--- src/rtl/reg_op_pkg.sv ---
// rtl/reg_op_pkg.sv - shared state encoding and register-file sizes for reg_op_seq
package reg_op_pkg;
    localparam int REG_ADDR_W = 3;
    localparam int REG_DATA_W = 8;
    localparam logic [REG_ADDR_W-1:0] ZERO_REG = 3'd0;

    typedef enum logic [2:0] {
        IDLE = 3'd0,
        RD_A = 3'd1,
        RD_B = 3'd2,
        EXEC = 3'd3,
        WB   = 3'd4
    } state_t;
endpackage

--- src/rtl/reg_op_seq.sv ---
// rtl/reg_op_seq.sv - operand fetch, ALU handshake and writeback sequencer
// Optional: REG_OP_SEQ_ZERO_REG_EN makes register 0 read as zero and never written.
module reg_op_seq
    import reg_op_pkg::*;
#(
    parameter int ADDR_W = REG_ADDR_W,
    parameter int DATA_W = REG_DATA_W
) (
    input  logic              clk_in,
    input  logic              reset_in,
    input  logic              start_in,
    input  logic [ADDR_W-1:0] rs1_addr_in,
    input  logic [ADDR_W-1:0] rs2_addr_in,
    input  logic [ADDR_W-1:0] rd_addr_in,
    input  logic              use_rs2_in,
    input  logic              wb_en_in,
    input  logic              abort_in,
    output logic              busy_out,
    output logic              done_out,
    output logic [ADDR_W-1:0] rf_read_addr_out,
    input  logic [DATA_W-1:0] rf_read_data_in,
    output logic [ADDR_W-1:0] rf_write_addr_out,
    output logic              rf_write_en_out,
    output logic [DATA_W-1:0] rf_write_data_out,
    output logic              alu_valid_out,
    output logic [DATA_W-1:0] alu_a_out,
    output logic [DATA_W-1:0] alu_b_out,
    input  logic              alu_ack_in,
    input  logic [DATA_W-1:0] alu_result_in
);

    state_t            state, state_nxt;
    logic [ADDR_W-1:0] rs1_q, rs2_q, rd_q;
    logic              use_rs2_q, wb_en_q;
    logic [DATA_W-1:0] op_a_q, op_b_q, result_q;
    logic [DATA_W-1:0] read_val;
    logic              wb_req;
    logic              accept;

`ifdef REG_OP_SEQ_ZERO_REG_EN
    // A write to the zero register is folded into "no writeback" at latch time.
    assign read_val = (rf_read_addr_out == ADDR_W'(ZERO_REG)) ? '0 : rf_read_data_in;
    assign wb_req   = wb_en_in && (rd_addr_in != ADDR_W'(ZERO_REG));
`else
    assign read_val = rf_read_data_in;
    assign wb_req   = wb_en_in;
`endif

    assign accept            = start_in && !abort_in;
    assign rf_write_addr_out = rd_q;
    assign rf_write_data_out = result_q;
    assign alu_a_out         = op_a_q;
    assign alu_b_out         = op_b_q;

    always_ff @(posedge clk_in or negedge reset_in) begin
        if (!reset_in) state <= IDLE;
        else           state <= state_nxt;
    end

    always_comb begin
        state_nxt        = state;
        busy_out         = (state != IDLE);
        done_out         = 1'b0;
        rf_read_addr_out = '0;
        rf_write_en_out  = 1'b0;
        alu_valid_out    = 1'b0;
        case (state)
            IDLE: begin
                if (accept) state_nxt = RD_A;
            end
            RD_A: begin
                rf_read_addr_out = rs1_q;
                if (abort_in)       state_nxt = IDLE;
                else if (use_rs2_q) state_nxt = RD_B;
                else                state_nxt = EXEC;
            end
            RD_B: begin
                rf_read_addr_out = rs2_q;
                state_nxt = abort_in ? IDLE : EXEC;
            end
            EXEC: begin
                alu_valid_out = 1'b1;
                if (abort_in) begin
                    state_nxt = IDLE;
                end else if (alu_ack_in) begin
                    if (wb_en_q) begin
                        state_nxt = WB;
                    end else begin
                        state_nxt = IDLE;
                        done_out  = 1'b1;
                    end
                end
            end
            WB: begin
                rf_write_en_out = 1'b1;
                done_out        = 1'b1;
                state_nxt       = IDLE;
            end
            default: state_nxt = IDLE;
        endcase
    end

    always_ff @(posedge clk_in or negedge reset_in) begin
        if (!reset_in) begin
            rs1_q     <= '0;
            rs2_q     <= '0;
            rd_q      <= '0;
            use_rs2_q <= 1'b0;
            wb_en_q   <= 1'b0;
            op_a_q    <= '0;
            op_b_q    <= '0;
            result_q  <= '0;
        end else begin
            case (state)
                IDLE: begin
                    if (accept) begin
                        rs1_q     <= rs1_addr_in;
                        rs2_q     <= rs2_addr_in;
                        rd_q      <= rd_addr_in;
                        use_rs2_q <= use_rs2_in;
                        wb_en_q   <= wb_req;
                    end
                end
                RD_A: begin
                    op_a_q <= read_val;
                    if (!use_rs2_q) op_b_q <= '0;
                end
                RD_B: op_b_q <= read_val;
                EXEC: begin
                    if (alu_ack_in && !abort_in) result_q <= alu_result_in;
                end
                default: ;
            endcase
        end
    end

endmodule

--- config.mk ---
export PLATFORM = sky130hd
export DESIGN_NAME = reg_op_seq
export DESIGN_NICKNAME = d
export VERILOG_FILES = /design/src/rtl/reg_op_pkg.sv /design/src/rtl/reg_op_seq.sv
export SDC_FILE = /design/constraint.sdc
export NUM_CORES = 1
export LEC_CHECK = 0
export ABC_AREA = 1
export ABC_CLOCK_PERIOD_IN_PS = 3750
export CAP_MARGIN = 20
export CORE_AREA = 2 2 48 84
export CTS_BUF_LIST = sky130_fd_sc_hd__clkbuf_8
export CTS_CLUSTER_SIZE = 10
export DETAILED_ROUTE_END_ITERATION = 10
export DIE_AREA = 0 0 50 86
export MAX_ROUTING_LAYER = met4
export PLACE_DENSITY = 0.84
export SYNTH_ARGS = -nofsm -noshare
export SYNTH_HDL_FRONTEND = slang
export SYNTH_SLANG_ARGS = --single-unit
--- constraint.sdc ---
create_clock -name clk_in -period 3.75 [get_ports clk_in]
set_clock_uncertainty 0.05 [all_clocks]
set_input_delay 0.9375 -clock clk_in [delete_from_list [all_inputs] [get_ports clk_in]]
set_output_delay 0.9375 -clock clk_in [all_outputs]
set_load 0.1 [all_outputs]
# [Word level (Yosys, flattened, before mapping)]
# Index checks and enable logic that the tools add are counted.
[word_totals] regBits=38 in_bits=32 out_inout_bits=34 wordCells=43
[op_classes] n_eq_ne=7 muxes=17 reduce_logical=10
[op_table] op="8-bit one-hot mux with 2 select lines" n=1
[op_table] op="3-bit two-way mux" n=4
[op_table] op="3-bit one-hot mux with 4 select lines" n=1
[op_table] op="8-bit two-way mux" n=1
[op_table] op="2-bit AND reduction" n=4
[op_table] op="3-bit by 2-bit == test with 1-bit output, second input constant" n=2
[op_table] op="1-bit two-way mux" n=6
[op_table] op="3-bit one-hot mux with 2 select lines" n=1
[op_table] op="2-bit two-way mux" n=2
[op_table] op="2-bit != test, second input constant" n=2
[op_table] op="3-bit by 1-bit == test with 1-bit output, second input constant" n=1
[op_table] op="3-bit == test, second input constant" n=1
[op_table] op="3-bit zero test" n=1
[op_table] op="3-bit != test, second input constant" n=1
[op_table] op="3-bit nonzero test" n=1
[op_table] op="1-bit logical AND" n=2
[op_table] op="1-bit one-hot mux with 2 select lines" n=1
[op_table] op="2-bit nonzero test" n=1
[op_table] op="1-bit zero test" n=1

# [Logic depth before layout (Yosys ltp)]
# Gate-level depths: netlist of run 1.
[depth] depth_word=4 ltp_mapped=7 ltp_nobuf=6

# [Worst setup path after synthesis of run 1]
# Ideal clock, no wire load.
[synth_path] path_kind="input port to output port" start="in abort_in" end="out done_out" t_arrival_ns=2.183 required_ns=2.763 setup_slack_ns=0.580 cell_stages=4 path_buffers=1 cell_sequence="inv_1 > nand3_4 > buf_6 > o21ai_2"
[synth_via] elab_chain_len=2
[synth_rtl] element="start: declaration" line_no="reg_op_seq.sv:17" rtl="input logic abort_in,"
[synth_rtl] element="1-bit two-way mux" line_no="reg_op_seq.sv:83" rtl="if (abort_in) begin"
[synth_rtl] element="1-bit one-hot mux with 2 select lines" line_no="reg_op_seq.sv:67" rtl="case (state)"
[synth_rtl] element="end: declaration" line_no="reg_op_seq.sv:19" rtl="output logic done_out,"
# No other way between the ends.

# [Worst setup path in the final report of run 1]
# Same ends and word-level chain as after synthesis.

==> summary.md, run 1 <==
| Metric | Value |
|---|---|
| Mapped Nets | 226 |
| Clk_lat worst skew | 0.28 ns |
| Avg WL per Cell | 12.1 um |
| Hold buffer count at CTS | 0 |
| Site row count | 29 |
| Rel. slew slack | 35.0% |
| Clock transition at path regs | 0.07 ns |
| Clk buf depth | 2 |
| Critical path class | in2out |
| Seq/Total Area, Yosys | 56.5% |
| Final min period | 3.23 ns |
| Diodes inserted | 0 |
| Final Cell Area | 0.00241 sq mm |
| Crit path required time | 2.76 ns |
| Overflow after GRT | 0 |
| Share of cells above drive strength 1 | 13.1% |
| FF-to-FF setup slack | 2.12 ns |
| Class of the worst hold path | reg2reg |
| Total negative slack | 0 ns |
| Outcome | finished, final reports clean |
| Gr usage total | 20.0% |
| Max cap viols | 0 |
| CTS Sinks | 38 |
| Placement Cell Area | 0.00233 sq mm |
| DRT Pass-1 Iters | 4 |
| Fill cell count | 297 |
| CTS tree | built |
| First-pass GRT wire length | 6290 um |
| Origin of the critical flop-to-flop path | state[0] |
| Resized cells post-CTS | 0 |
| Hold worst-path end | alu_a_out[0] |
| H-tree Lvls | 2 |
| Crit path DAT | 2.24 ns |
| Vias | 1454 |
| Max Transition Viols Final | 0 |
| Final GP Congestion | 0.769 |
| Initial antenna violation count | 0 |
| Hold Crit Depth | 2 |
| Hold Startpoint | alu_a_out[0] |
| Worst slew pin tran | 0.971 ns |
| CP top delay family | buffers and inverters |
| Total CTS buffers | 5 |
| Die outline width | 50 um |
| Top achievable clock speed | 310 MHz |
| Fin crit share | 86.1% |
| # IOs | 66 |
| CP max FO | 17 |
| Nets | 292 |
| ANT nets after route | 0 |
| Register bit count reported by yosys | 38 |
| Vias/cell | 4.77 |
| Post-CTS Setup Inserts | 0 |
| Synth cell types | 18 |
| Critical Path Sink Type | primary output |
| Core box area | 0.00359 sq mm |
| Critical Path Start Type | input pin |
| Die H | 86 um |
| Drt drc | 0 |
| Largest stage delay on the critical path | 0.46 ns |
| Syn-to-layout area delta | 43.2% |
| CP max stage cell | clkdlybuf4s50_1 |
| Gate Count Post-Synth | 194 |
| Reg2Reg Depth | 3 |
| Initial DRC Count | 35 |
| Worst path bufs/invs | 3 |
| RSZ-0062 raised after global routing | false |
| Vias in the first global route | 1436 |
| Final Hold Viols | 0 |
| Finish-stage setup viols | 0 |
| Pin count of the biggest net entering global routing | 39 |
| Port Buffers | 65 |
| Clk root buf | clkbuf_8 |
| Mapped Area | 0.00168 sq mm |
| R2R Path End | rf_write_addr_out[0] |
| Worst-path cell chain | clkdlybuf4s50_1 > inv_1 > nand3_4 > o21ai_2 > buf_12 |
| Initial core utilization | 46.8% |
| Detailed Route WL | 3700 um |
| CP Depth | 5 |
| Syn avg cell area | 8.67 sq um |
| Ys Warns | 0 |
| Area of the die | 0.00430 sq mm |
| Hpwl dp | 2780 um |
-- cell usage after synthesis --
master	n	area, sq um
nand2_1	64	240
dfrtp_1	38	951
inv_1	35	131
o21ai_1	11	55.1
o21ai_2	10	87.6
o21ai_0	8	40.0
nor2_1	6	22.5
nand3_1	5	25.0
buf_2	3	15.0
buf_6	3	33.8
inv_2	3	11.3
nand3_2	2	20.0
nand2_2	1	6.26
nand3_4	1	17.5
nand4_1	1	6.26
nor2_2	1	6.26
nor3_1	1	5.00
o211ai_1	1	7.51
-- flip-flops by register name, summed over array words and instances, names as in the netlist --
signal,flops
rs1_q,3
wb_en_q,1
alu_a_out,8
state,3
rs2_q,3
rf_write_data_out,8
rf_write_addr_out,3
use_rs2_q,1
alu_b_out,8
-- cell type report --
| cell class | instances | area, sq um | share of cell area (%) |
|---|---|---|---|
| clock buffers | 6 | 82.6 | 3.43 |
| inverters | 38 | 143 | 5.92 |
| multi-input cells | 112 | 539 | 22.4 |
| flip-flops and latches | 38 | 951 | 39.5 |
| well taps | 46 | 57.6 | 2.39 |
| repair buffers | 65 | 636 | 26.4 |
-- layer usage --
layer	vias up	GRT usage [%]	part of all wire (%)
met4	0	11.1	3.9
met1	675	20.9	38
met2	51	33.9	54
li1	717	-	-
met5	-	-	0
met3	11	4.70	4.7
-- worst register-to-register path, stage by stage, from the launching register on --
cell	delay, ns
dfrtp_1	0.44
nor2_2	0.17
nand3_1	0.54
o21ai_1	0.34
-- layout by cell type, fill, tap and decap left out, types with 2 or more instances in the layout --
master / instances
o21ai_2: 10
nand3_2: 2
o21ai_0: 8
inv_2: 3
clkbuf_8: 6
nand3_1: 5
inv_1: 35
clkdlybuf4s50_1: 55
buf_4: 8
o21ai_1: 11
nand2_1: 64
dfrtp_1: 38
nor2_1: 6
-- kinds of logic after synthesis --
group           share of synthesized area, %
simple gates                            20.8
buf+inv                                 11.4
flops                                   56.5
compound gates                          11.3
-- per-stage QoR --
step	hold WS [ns]	util, %	setup WS [ns]	std cells
finish	0.429	67.0	0.520	305
global route	0.460	67.0	0.440	305
CTS	0.431	67.0	0.514	305
detailed placement	0.414	64.8	0.526	299
global placement	0.411	64.8	0.548	299
floorplan	0.409	-	0.580	194
-- worst max-delay path by stage --
| stage | start | endpoint | slack [ns] |
|---|---|---|---|
| floorplan | abort_in | done_out | 0.58 |
| global placement | abort_in | done_out | 0.55 |
| detailed placement | abort_in | done_out | 0.53 |
| CTS | abort_in | done_out | 0.51 |
| global route | abort_in | done_out | 0.44 |
| finish | abort_in | done_out | 0.52 |
Power of run 1 is not shown: default switching activity piles up to over one toggle a cycle in this logic, so the estimate is an artifact.
==> run 2, diff against run 1 <==
--- a/config.mk
+++ b/config.mk
@@ -15,6 +15,7 @@
 export DIE_AREA = 0 0 50 86
 export MAX_ROUTING_LAYER = met4
 export PLACE_DENSITY = 0.84
+export SETUP_SLACK_MARGIN = 0.02
 export SYNTH_ARGS = -nofsm -noshare
 export SYNTH_HDL_FRONTEND = slang
 export SYNTH_SLANG_ARGS = --single-unit
==> results of run 2 <==
The final DEF is identical to that of run 1; final timing and power are the same.
Power of run 2 is left out for the same reason.
